## config.mk

```make
export PLATFORM = sky130hd
export DESIGN_NAME = id_ex_pipe_flat
export DESIGN_NICKNAME = d
export VERILOG_FILES = /design/src/rtl/id_ex_pipe_if.sv /design/src/rtl/id_ex_pipe.sv /design/src/flat_wrapper.sv
export SDC_FILE = /design/constraint.sdc
export NUM_CORES = 1
export LEC_CHECK = 0
export CAP_MARGIN = 10
export CORE_ASPECT_RATIO = 1.25
export CORE_UTILIZATION = 38
export CTS_BUF_LIST = sky130_fd_sc_hd__clkbuf_4
export CTS_CLUSTER_SIZE = 30
export DETAILED_ROUTE_END_ITERATION = 6
export PLACE_DENSITY = 0.9
export SKIP_LAST_GASP = 1
export SYNTH_ARGS = -nofsm -noshare
export SYNTH_HDL_FRONTEND = slang
export SYNTH_SLANG_ARGS = --single-unit
```

## constraint.sdc

```tcl
create_clock -name Clk -period 1.9 [get_ports Clk]
set_input_delay 0.475 -clock Clk [delete_from_list [all_inputs] [get_ports Clk]]
set_output_delay 0.475 -clock Clk [all_outputs]
set_load 0.02 [all_outputs]
```

## src/rtl/id_ex_pipe_if.sv

```systemverilog
// ID->EX bundle: decoded fields entering the stage and registered fields leaving it.
// master = upstream/ID side, slave = the pipeline register.
interface id_ex_pipe_if #(
  parameter int unsigned CTRLW = 8
);
  logic             id_valid;
  logic [4:0]       id_rs;
  logic [4:0]       id_rt;
  logic [4:0]       id_rd;
  logic             id_use_rs;
  logic             id_use_rt;
  logic [31:0]      id_busX;
  logic [31:0]      id_busY;
  logic [31:0]      id_imm;
  logic             id_mem_read;
  logic             id_reg_write;
  logic [CTRLW-1:0] id_ctrl;

  logic             ex_valid;
  logic [4:0]       ex_rs;
  logic [4:0]       ex_rt;
  logic [4:0]       ex_rd;
  logic [31:0]      ex_busX;
  logic [31:0]      ex_busY;
  logic [31:0]      ex_imm;
  logic             ex_mem_read;
  logic             ex_reg_write;
  logic [CTRLW-1:0] ex_ctrl;

  modport master (
    output id_valid, id_rs, id_rt, id_rd, id_use_rs, id_use_rt,
           id_busX, id_busY, id_imm, id_mem_read, id_reg_write, id_ctrl,
    input  ex_valid, ex_rs, ex_rt, ex_rd, ex_busX, ex_busY, ex_imm,
           ex_mem_read, ex_reg_write, ex_ctrl
  );

  modport slave (
    input  id_valid, id_rs, id_rt, id_rd, id_use_rs, id_use_rt,
           id_busX, id_busY, id_imm, id_mem_read, id_reg_write, id_ctrl,
    output ex_valid, ex_rs, ex_rt, ex_rd, ex_busX, ex_busY, ex_imm,
           ex_mem_read, ex_reg_write, ex_ctrl
  );
endinterface

```

## src/rtl/id_ex_pipe.sv

```systemverilog
// ID/EX pipeline register with load-use hazard detection, bubble insertion on
// hazard/flush, memory-stall freeze and saturating bubble/flush counters.
module id_ex_pipe #(
  parameter int unsigned CTRLW = 8,
  parameter int unsigned CNTW  = 16
) (
  input  logic            Clk,
  input  logic            rst,
  input  logic            stall_mem,
  input  logic            flush,
  id_ex_pipe_if.slave     bus,
  output logic            load_use_stall,
  output logic [CNTW-1:0] lu_cnt,
  output logic [CNTW-1:0] flush_cnt
);

  logic             ex_valid_q;
  logic [4:0]       ex_rs_q;
  logic [4:0]       ex_rt_q;
  logic [4:0]       ex_rd_q;
  logic [31:0]      ex_busX_q;
  logic [31:0]      ex_busY_q;
  logic [31:0]      ex_imm_q;
  logic             ex_mem_read_q;
  logic             ex_reg_write_q;
  logic [CTRLW-1:0] ex_ctrl_q;
  logic [CNTW-1:0]  lu_cnt_q;
  logic [CNTW-1:0]  flush_cnt_q;

  logic rs_hit;
  logic rt_hit;

  always_comb begin
    rs_hit = bus.id_use_rs && (bus.id_rs == ex_rd_q);
    rt_hit = bus.id_use_rt && (bus.id_rt == ex_rd_q);
    // Flush masks the hazard so a killed instruction never counts as a bubble.
    load_use_stall = ex_valid_q && ex_mem_read_q && (ex_rd_q != 5'd0) &&
                     bus.id_valid && !flush && (rs_hit || rt_hit);
  end

  always_ff @(posedge Clk or negedge rst) begin
    if (!rst) begin
      ex_valid_q     <= 1'b0;
      ex_rs_q        <= '0;
      ex_rt_q        <= '0;
      ex_rd_q        <= '0;
      ex_busX_q      <= '0;
      ex_busY_q      <= '0;
      ex_imm_q       <= '0;
      ex_mem_read_q  <= 1'b0;
      ex_reg_write_q <= 1'b0;
      ex_ctrl_q      <= '0;
      lu_cnt_q       <= '0;
      flush_cnt_q    <= '0;
    end else if (!stall_mem) begin
      if (flush || load_use_stall) begin
        ex_valid_q     <= 1'b0;
        ex_rs_q        <= '0;
        ex_rt_q        <= '0;
        ex_rd_q        <= '0;
        ex_busX_q      <= '0;
        ex_busY_q      <= '0;
        ex_imm_q       <= '0;
        ex_mem_read_q  <= 1'b0;
        ex_reg_write_q <= 1'b0;
        ex_ctrl_q      <= '0;
      end else begin
        ex_valid_q     <= bus.id_valid;
        ex_rs_q        <= bus.id_rs;
        ex_rt_q        <= bus.id_rt;
        ex_rd_q        <= bus.id_rd;
        ex_busX_q      <= bus.id_busX;
        ex_busY_q      <= bus.id_busY;
        ex_imm_q       <= bus.id_imm;
        ex_mem_read_q  <= bus.id_mem_read && bus.id_valid;
        ex_reg_write_q <= bus.id_reg_write && bus.id_valid;
        ex_ctrl_q      <= bus.id_ctrl;
      end

      if (flush && bus.id_valid && (flush_cnt_q != '1)) begin
        flush_cnt_q <= flush_cnt_q + 1'b1;
      end
      if (load_use_stall && (lu_cnt_q != '1)) begin
        lu_cnt_q <= lu_cnt_q + 1'b1;
      end
    end
  end

  assign bus.ex_valid     = ex_valid_q;
  assign bus.ex_rs        = ex_rs_q;
  assign bus.ex_rt        = ex_rt_q;
  assign bus.ex_rd        = ex_rd_q;
  assign bus.ex_busX      = ex_busX_q;
  assign bus.ex_busY      = ex_busY_q;
  assign bus.ex_imm       = ex_imm_q;
  assign bus.ex_mem_read  = ex_mem_read_q;
  assign bus.ex_reg_write = ex_reg_write_q;
  assign bus.ex_ctrl      = ex_ctrl_q;
  assign lu_cnt           = lu_cnt_q;
  assign flush_cnt        = flush_cnt_q;

endmodule
```

## src/flat_wrapper.sv

```systemverilog
// flat-port wrapper written by rule: the top's interface ports become plain ports
module id_ex_pipe_flat 
#(
  parameter int unsigned CTRLW = 8,
  parameter int unsigned CNTW  = 16
)
  (Clk, rst, stall_mem, flush, load_use_stall, lu_cnt, flush_cnt, bus_id_valid, bus_id_rs, bus_id_rt, bus_id_rd, bus_id_use_rs, bus_id_use_rt, bus_id_busX, bus_id_busY, bus_id_imm, bus_id_mem_read, bus_id_reg_write, bus_id_ctrl, bus_ex_valid, bus_ex_rs, bus_ex_rt, bus_ex_rd, bus_ex_busX, bus_ex_busY, bus_ex_imm, bus_ex_mem_read, bus_ex_reg_write, bus_ex_ctrl);
  id_ex_pipe_if #(.CTRLW(CTRLW)) bus_i ();
  input  logic Clk;
  input  logic rst;
  input  logic stall_mem;
  input  logic flush;
  output logic load_use_stall;
  output logic [CNTW-1:0] lu_cnt;
  output logic [CNTW-1:0] flush_cnt;
  input wire logic [$bits(bus_i.id_valid)-1:0] bus_id_valid;
  input wire logic [$bits(bus_i.id_rs)-1:0] bus_id_rs;
  input wire logic [$bits(bus_i.id_rt)-1:0] bus_id_rt;
  input wire logic [$bits(bus_i.id_rd)-1:0] bus_id_rd;
  input wire logic [$bits(bus_i.id_use_rs)-1:0] bus_id_use_rs;
  input wire logic [$bits(bus_i.id_use_rt)-1:0] bus_id_use_rt;
  input wire logic [$bits(bus_i.id_busX)-1:0] bus_id_busX;
  input wire logic [$bits(bus_i.id_busY)-1:0] bus_id_busY;
  input wire logic [$bits(bus_i.id_imm)-1:0] bus_id_imm;
  input wire logic [$bits(bus_i.id_mem_read)-1:0] bus_id_mem_read;
  input wire logic [$bits(bus_i.id_reg_write)-1:0] bus_id_reg_write;
  input wire logic [$bits(bus_i.id_ctrl)-1:0] bus_id_ctrl;
  output wire logic [$bits(bus_i.ex_valid)-1:0] bus_ex_valid;
  output wire logic [$bits(bus_i.ex_rs)-1:0] bus_ex_rs;
  output wire logic [$bits(bus_i.ex_rt)-1:0] bus_ex_rt;
  output wire logic [$bits(bus_i.ex_rd)-1:0] bus_ex_rd;
  output wire logic [$bits(bus_i.ex_busX)-1:0] bus_ex_busX;
  output wire logic [$bits(bus_i.ex_busY)-1:0] bus_ex_busY;
  output wire logic [$bits(bus_i.ex_imm)-1:0] bus_ex_imm;
  output wire logic [$bits(bus_i.ex_mem_read)-1:0] bus_ex_mem_read;
  output wire logic [$bits(bus_i.ex_reg_write)-1:0] bus_ex_reg_write;
  output wire logic [$bits(bus_i.ex_ctrl)-1:0] bus_ex_ctrl;
  assign bus_i.id_valid = bus_id_valid;
  assign bus_i.id_rs = bus_id_rs;
  assign bus_i.id_rt = bus_id_rt;
  assign bus_i.id_rd = bus_id_rd;
  assign bus_i.id_use_rs = bus_id_use_rs;
  assign bus_i.id_use_rt = bus_id_use_rt;
  assign bus_i.id_busX = bus_id_busX;
  assign bus_i.id_busY = bus_id_busY;
  assign bus_i.id_imm = bus_id_imm;
  assign bus_i.id_mem_read = bus_id_mem_read;
  assign bus_i.id_reg_write = bus_id_reg_write;
  assign bus_i.id_ctrl = bus_id_ctrl;
  assign bus_ex_valid = bus_i.ex_valid;
  assign bus_ex_rs = bus_i.ex_rs;
  assign bus_ex_rt = bus_i.ex_rt;
  assign bus_ex_rd = bus_i.ex_rd;
  assign bus_ex_busX = bus_i.ex_busX;
  assign bus_ex_busY = bus_i.ex_busY;
  assign bus_ex_imm = bus_i.ex_imm;
  assign bus_ex_mem_read = bus_i.ex_mem_read;
  assign bus_ex_reg_write = bus_i.ex_reg_write;
  assign bus_ex_ctrl = bus_i.ex_ctrl;
  id_ex_pipe #(.CTRLW(CTRLW), .CNTW(CNTW)) u_core (.Clk(Clk), .rst(rst), .stall_mem(stall_mem), .flush(flush), .bus(bus_i), .load_use_stall(load_use_stall), .lu_cnt(lu_cnt), .flush_cnt(flush_cnt));
endmodule
```

=== Word-level counts from Yosys, hierarchy flattened ===
Cells that the tools add are included.

* Register bits: 154
* Bits in latches: 0
* Bits in writable memories: 0
* Bits in read-only memories: 0
* Output and inout bits: 155
* Memories kept: 0

* $add $sub $neg: 2
* Multiply operators: 0
* Div/mod/pow operators: 0
* Magnitude comparators: 0
* Equal/unequal tests: 4
* Shifts and indexed selects: 0
* Muxes and demuxes: 10
* Bitwise gates (word level): 1
* Reduce and logical (&&, ||, !) cells: 18

{| class="wikitable"
|+ Operators by type and width
! kind !! count
|-
| $mux 32 || 3
|-
| $add 16x1->16 const B || 2
|-
| $ne 16x16->1 const B || 2
|-
| $mux 5 || 3
|-
| $logic_and 1x1->1 || 12
|-
| $eq 5x5->1 || 2
|-
| $mux 8 || 1
|-
| $reduce_bool 5->1 || 1
|-
| $reduce_and 2->1 || 2
|-
| $mux 1 || 3
|-
| $logic_or 1x1->1 || 2
|-
| $logic_not 1->1 || 1
|-
| $not 1->1 || 1
|}

=== Logic depth before layout (Yosys ltp) ===
Gate-level depths: netlist (run 1).

* Depth after elaboration: 7
* Depth in mapped cells: 8

=== Worst setup path before layout (run 1) ===
Ideal clock, no wire load.

* Path kind: reg2out
* Start: register u_core.ex_rd_q[2], in the netlist u_core.bus.ex_rd[2]
* End: output port load_use_stall
* Data arrival time: 1.616 ns
* Data required time: 1.425 ns
* Slack: -0.191 ns
* Cell stages (with the launch flop): 6
* Path through: dfrtp_1 -> xor2_1 -> nor4_1 -> nand3_1 -> a21oi_2 -> buf_2

* Cells in the longest elaborated chain, start to end: 5
* Elaborated cells between the ends (all ways): 10

{| class="wikitable"
|+ RTL lines
! what !! RTL line !! RTL
|-
| start, declared || id_ex_pipe.sv:20 || <nowiki>logic [4:0] ex_rd_q;</nowiki>
|-
| start signal, assigned || id_ex_pipe.sv:71 || <nowiki>ex_rd_q <= bus.id_rd;</nowiki>
|-
| $reduce_bool 5->1 || id_ex_pipe.sv:37 || <nowiki>load_use_stall = ex_valid_q && ex_mem_read_q && (ex_rd_q != 5'd0) &&</nowiki>
|-
| $logic_and 1x1->1 (2 in series) || id_ex_pipe.sv:37 ||
|-
| $logic_and 1x1->1 || id_ex_pipe.sv:38 || <nowiki>bus.id_valid && !flush && (rs_hit || rt_hit);</nowiki>
|-
| $logic_and 1x1->1 (*) || id_ex_pipe.sv:38 ||
|-
| end, declared || flat_wrapper.sv:13 || <nowiki>output logic load_use_stall;</nowiki>
|}

Every way passes the cells marked *; elsewhere a longest branch is shown, timed or not.

=== Worst setup path in the final report (run 1) ===
* Start: register u_core.ex_rd_q[1], in the netlist u_core.bus.ex_rd[1]
* End: output port load_use_stall

Same word-level chain as after synthesis.

==> results of run 1 <==
-- final timing paths --
check                               startpoint                     end  slack (ps)
max                        u_core.bus.ex_rd[1]          load_use_stall        -650
min                                  stall_mem        u_core.lu_cnt[1]         350
max reg2reg                u_core.bus.ex_rd[3]   u_core.bus.ex_busX[8]        -610
min reg2reg                u_core.flush_cnt[4]     u_core.flush_cnt[4]         500
max in group asynchronous                  rst   u_core.bus.ex_imm[13]         890
min in group asynchronous                  rst  u_core.bus.ex_busX[22]         360
-- through the flow --
| step | setup TNS, ps | hold slack [ps] | instances | worst slack (ps) | cell area (sq um) |
|---|---|---|---|---|---|
| 3_3_place_gp | -116300 | 350 | 914 | -969 | 9150 |
| 6_report | -70490 | 355 | 967 | -649 | 10300 |
| 3_5_place_dp | -122560 | 352 | 914 | -1030 | 9150 |
| 5_1_grt | -83810 | 317 | 967 | -803 | 10300 |
| 4_1_cts | -89470 | 309 | 949 | -748 | 9520 |
| 2_1_floorplan | -4550 | 179 | 425 | -44.4 | 5980 |
-- placed cells by master (no fill, tap or decap), types with 3 or more instances in the layout --
master / instances
dfrtp_2: 6
nand3_1: 12
clkbuf_2: 4
nor2_1: 5
dlymetal6s2s_1: 150
a22o_1: 119
nand2_1: 9
bufinv_16: 3
clkbuf_4: 17
buf_16: 3
dfrtp_1: 148
buf_12: 6
clkinv_4: 4
nor2b_1: 3
nand4_1: 16
clkdlybuf4s50_1: 125
clkbuf_16: 10
xor2_1: 12
and3_1: 10
xnor2_1: 27
buf_6: 4
buf_8: 4
buf_4: 23
-- power by group through the flow --
stage / registers [mW] / clock network (mW) / logic (mW)
finish: 3.72 / 2.13 / 1.75
global route: 3.75 / 2.36 / 1.84
CTS: 3.72 / 2.19 / 1.71
detailed placement: 3.78 / 0 / 1.68
global placement: 3.76 / 0 / 1.65
floorplan: 4.07 / 0 / 0.372
-- cell usage after synthesis, drive strengths merged --
cell type / count / area share (%)
mux2: 2 / 0.38
and2: 2 / 0.21
nor3: 3 / 0.34
nand4: 16 / 1.7
and3: 10 / 1.1
nor2: 5 / 0.32
ha: 2 / 0.42
and4: 2 / 0.29
nand3: 12 / 1.0
or4: 1 / 0.13
o2111ai: 1 / 0.15
xnor2: 27 / 4.0
clkbuf: 16 / 1.0
nand3b: 1 / 0.13
o21ai: 3 / 0.25
a22o: 119 / 18
xor2: 13 / 1.9
a21oi: 1 / 0.15
buf: 14 / 2.4
dfrtp: 154 / 65
nor2b: 3 / 0.32
nand2: 10 / 0.63
nor4: 2 / 0.21
o211ai: 1 / 0.13
nand2b: 3 / 0.32
o21ba: 1 / 0.17
a31oi: 1 / 0.11
-- repair_timing --
| item | 4_1_cts | 5_1_grt |
|---|---|---|
| setup endpoints to repair | 293 | 293 |
| pin swaps | 7 | 4 |
| setup buffers | 2 | 3 |
| gates cloned | 0 | 13 |
| hold buffers | 1 | 0 |
| hold endpoints to repair | 23 | 0 |
| gates resized for setup | 11 | 179 |
-- critical path, delay by kind of cell (launching register included) --
kind / cells / cell delay (ps)
and+or+nand+nor: 2 / 490
DFF: 1 / 440
buffers and inverters: 2 / 270
AOI/OAI and AO/OA: 1 / 200
xor gates and xnor gates: 1 / 130
-- kinds of logic (layout without fill, tap and decap cells) --
| group | count (synthesis) | count (layout) | synth area share [%] |
|---|---|---|---|
| AOI/OAI and AO/OA | 127 | 127 | 18.5 |
| xor gates and xnor gates | 40 | 40 | 5.89 |
| adders and majority gates | 2 | 2 | 0.421 |
| buffers and inverters | 30 | 362 | 3.37 |
| DFF | 154 | 154 | 64.8 |
| muxes | 2 | 2 | 0.379 |
| other | 0 | 2 | 0 |
| and+or+nand+nor | 70 | 70 | 6.63 |
-- registers in the layout (all words and copies together), names as in the netlist --
register	cells
u_core.bus.ex_busX	32
u_core.bus.ex_valid	1
u_core.bus.ex_rd	5
u_core.flush_cnt	16
u_core.lu_cnt	16
u_core.bus.ex_ctrl	8
u_core.bus.ex_busY	32
u_core.bus.ex_mem_read	1
u_core.bus.ex_rs	5
u_core.bus.ex_rt	5
u_core.bus.ex_reg_write	1
u_core.bus.ex_imm	32
-- final cells by class --
class | instances | area (sq um) | area share (%)
antenna | 2 | 5.00 | 0.0487
clock buffer | 17 | 128 | 1.24
clock inverter | 15 | 175 | 1.70
multi-input combinational | 241 | 1960 | 19.1
sequential | 154 | 3860 | 37.6
tap | 208 | 260 | 2.53
timing repair buffer | 330 | 3890 | 37.8
-- routing by layer --
layer | share of wire, % | wire length, um | track usage (%)
met5 | 0 | 0 | 0
met3 | 7.8 | 1570 | 7.52
met4 | 3.7 | 747 | 10.1
met2 | 49 | 9960 | 36.7
met1 | 39 | 7890 | 26.4
==> results.yml, run 1 <==
layout:
  fin_util_pct: 67.9
  fillers: 1052
  finalNetCount: 874
  drive_gt1_share_pct: 13.7
  area_growth_pct: 72.9
timing:
  tightest_slew_ps: 692
  max-slew-margin-rel_pct: 53.9
  rsz0062_at_grt: "true"
  finalHoldViolCount: 0
  period_needed_ps: 2550
  setup_violations: 139
  min_period_over_period_pct: 134
  fin_ws_ps: -649
  fmax_ghz: 0.392
  finClkSkew_ps: 15.5
  drv_slew: 0
global_route:
  overflow: 0
  grt_pass1_vias: 5005
  grtUsageTotal_pct: 22.3
  grt_start_max_net_pins: 67
  antenna_found_initial: 2
  grt_pass1_wl_um: 27300
power_and_ir_drop:
  switchingPower_mw: 2.23
  p_per_area_nw_per_um2: 740
  power_frac_comb_pct: 23.1
  p_sw_share_pct: 29.3
  leakage_nw: 6.63
  internal_power_mw: 5.38
  power_mw: 7.61
  clockPowerShare_pct: 28.0
  vdd_drop_max_uv: 425
  seqPwrFrac_pct: 48.9
worst_setup_path:
  worst_ep_arrival_time_ps: 2070
  startpoint_type: "register"
  path_cells: "buf_6 -> xor2_1 -> nor4_1 -> nand3_1 -> a21oi_4 -> buf_6"
  cpPeakStageDelay_ps: 440
  rr_worst_depth: 11
  cpMostUsedCell: "buf_6"
  crit_path_end_kind: "output port"
  crit_slowest_cell: "dfrtp_2"
  required_ps: 1420
  path_max_fanout: 4
  worstSetupPathType: "register to output port"
drt:
  drtIter0Drc: 343
  wl_per_cell_um: 20.9
  via_count: 5056
  firstDrtPassIters: 6
  drt-total-wl_um: 20200
  ant_nets: 0
  viasPerCell: 5.23
  drc: 0
clock_tree:
  path_clk_slew_ps: 140
  numCtsBuffers: 17
  htree_levels: 4
  tritoncts: "done"
  clk_path_buf_depth: 2
  cts_sinks: 154
  insertion_delay_ps: 540
  clockRootBuffer: "clkbuf_4"
run_status:
  status: "complete, but fails checks"
  violations: "setup timing"
yosys:
  syn_avg_cell_area_sq_um: 14.0
  syn_inst: 425
  yosysUniqueCellTypes: 30
  synth-seq-cells: 154
  yosysWarnings: 0
  syn_nets: 555
  synth_area_sq_um: 5940
  ys_seq_area_share_pct: 64.8
run:
  max-cap-violations: 0
floorplan:
  start_util_pct: 39.3
  num_rows: 50
  dieArea_sq_um: 16200
  die_h_um: 142
  io_pins: 283
  coreArea_sq_um: 15100
  die_w_um: 114
placed_design:
  portBuffers: 282
  hpwl_um: 13000
  globalplace.congestion: 0.761
min_path:
  holdCritPathClass: "input pin to register"
  hold_path_depth: 4
No activity file was read; power rests on OpenSTA's default activity.
==> inputs of run 2 (changes only) <==
--- a/config.mk
+++ b/config.mk
@@ -9,7 +9,6 @@
 export CORE_ASPECT_RATIO = 1.25
 export CORE_UTILIZATION = 38
 export CTS_BUF_LIST = sky130_fd_sc_hd__clkbuf_4
-export CTS_CLUSTER_SIZE = 30
 export DETAILED_ROUTE_END_ITERATION = 6
 export PLACE_DENSITY = 0.9
 export SKIP_LAST_GASP = 1
==> results of run 2 <==
Final layout, timing and power as in run 1 (identical DEF).
==> inputs of run 3 (changes only) <==
==> constraint.sdc (replaced) <==
create_clock -name Clk -period 1.9 [get_ports Clk]
set_input_delay 0.38 -clock Clk [delete_from_list [all_inputs] [get_ports Clk]]
set_output_delay 0.38 -clock Clk [all_outputs]
set_load 0.02 [all_outputs]
==> results.yml, run 3 (synthesis gave the netlist of run 1 again) <==
floorplan:
  start_util_pct: 39.3
  coreArea_sq_um: 15100
  dieArea_sq_um: 16200
  io_pins: 283
  die_h_um: 142
  die_w_um: 114
  num_rows: 50
timing:
  period_needed_ps: 2470
  fin_hold_ws_ps: 277
  fmax_ghz: 0.405
  finalHoldViolCount: 0
  fin_setup_tns_ps: -66990
  min_period_over_period_pct: 130
  fin_ws_ps: -570
  finClkSkew_ps: 24.3
  setup_violations: 284
  rsz0062_at_grt: "true"
  max-slew-margin-rel_pct: 46.8
  tightest_slew_ps: 798
  drv_slew: 0
drt:
  drtIter0Drc: 231
  via_count: 4856
  firstDrtPassIters: 4
  viasPerCell: 5.08
  ant_nets: 0
  wl_per_cell_um: 18.7
  drc: 0
  drt-total-wl_um: 17900
global_route:
  antenna_found_initial: 0
  grt_pass1_wl_um: 27000
  grt_start_max_net_pins: 72
  overflow: 0
  grtUsageTotal_pct: 22.3
  grt_pass1_vias: 4937
clock_tree:
  tritoncts: "done"
  insertion_delay_ps: 570
  numCtsBuffers: 17
  cts_sinks: 154
  clockRootBuffer: "clkbuf_4"
  clk_path_buf_depth: 2
  htree_levels: 4
  path_clk_slew_ps: 160
layout:
  layout_common_cells: "279 x clkdlybuf4s50_1, 149 x dfrtp_1, 119 x a22o_1, 29 x buf_4, 27 x xnor2_1"
  stdcell_count: 955
  drive_gt1_share_pct: 11.5
  layout_commonest_cell: "clkdlybuf4s50_1"
  fin_util_pct: 63.3
  diodes: 0
  area_growth_pct: 61.2
  finalNetCount: 864
worst_setup_path:
  worstSetupPathType: "register to output port"
  startpoint_type: "register"
  required_ps: 1520
  path_max_fanout: 4
  crit_path_end_kind: "output port"
  worst_ep_arrival_time_ps: 2090
min_path:
  holdCritPathClass: "input pin to asynchronous set/reset pin"
power_and_ir_drop:
  p_sw_share_pct: 29.3
  p_per_area_nw_per_um2: 794
  leakage_nw: 4.19
  vdd_drop_max_uv: 423
  internal_power_mw: 5.38
  power_frac_comb_pct: 22.3
  clockPowerShare_pct: 28.9
  seqPwrFrac_pct: 48.8
  switchingPower_mw: 2.23
run_status:
  violations: "setup timing"
  status: "complete, but fails checks"
placed_design:
  globalplace.congestion: 0.782
  portBuffers: 282
  hpwl_um: 13000
  dpl_worst_slack_ps: -833
  place_inst: 919
run:
  max-cap-violations: 0
-- run 3: path summary, 6_finish.rpt --
| check | startpoint | endpoint | slack, ps | cells after the start |
|---|---|---|---|---|
| worst max-delay path | u_core.bus.ex_rd[1] | load_use_stall | -570 | 6 |
| worst min-delay path | rst | u_core.bus.ex_busX[18] | 280 | 2 |
| worst max register to register | u_core.bus.ex_rd[1] | u_core.bus.ex_busY[6] | -520 | 8 |
| worst min register to register | u_core.lu_cnt[12] | u_core.lu_cnt[12] | 500 | 1 |
| max in group asynchronous | rst | u_core.bus.ex_busY[29] | 940 | 3 |
| min in group Clk | stall_mem | u_core.lu_cnt[1] | 340 | 4 |
-- run 3: worst max-delay path, stage by stage (launching register included) --
cell	delay (ps)
dfrtp_2	430
buf_6	130
xor2_1	160
nor4_2	280
nand3_1	160
a21oi_4	230
buf_6	140
-- run 3: repair_timing --
item | in CTS | in global routing
pin swaps | 6 | 1
gates cloned | 0 | 0
setup endpoints to repair | 293 | 293
hold buffers | 1 | 0
endpoints found under the hold margin | 38 | 0
buffers inserted | 3 | 0
gates resized for setup | 9 | 2
-- run 3: power groups by stage --
stage	logic (mW)	registers (mW)	clock network [mW]
after floorplan	0.372	4.07	0
after global placement	1.66	3.77	0
after detailed placement	1.69	3.78	0
after CTS	1.71	3.72	2.26
after global routing	1.80	3.75	2.42
final	1.70	3.72	2.20
-- run 3: area by class of cell --
class / count / area [sq um]
fillers: 1185 / 5560
well taps: 208 / 260
clock buffers: 17 / 128
clock inverters: 15 / 191
flip-flops and latches: 154 / 3860
multi-input cells: 241 / 1940
repair buffers: 320 / 3210
-- run 3: stage by stage --
step                      area (sq um)  total power, mW
after floorplan                   5980             4.44
after global placement            9190             5.43
after detailed placement          9190             5.47
after CTS                         9570             7.69
after global routing              9580             7.97
final                             9580             7.61
-- run 3: metal layers --
| layer | vias to the layer above | global-route usage [%] | routed length, um |
|---|---|---|---|
| met5 | - | 0 | 0 |
| met3 | 47 | 6.79 | 1290 |
| met1 | 2365 | 27.0 | 7140 |
| met4 | 0 | 11.8 | 719 |
| li1 | 2223 | - | - |
| met2 | 221 | 35.9 | 8740 |
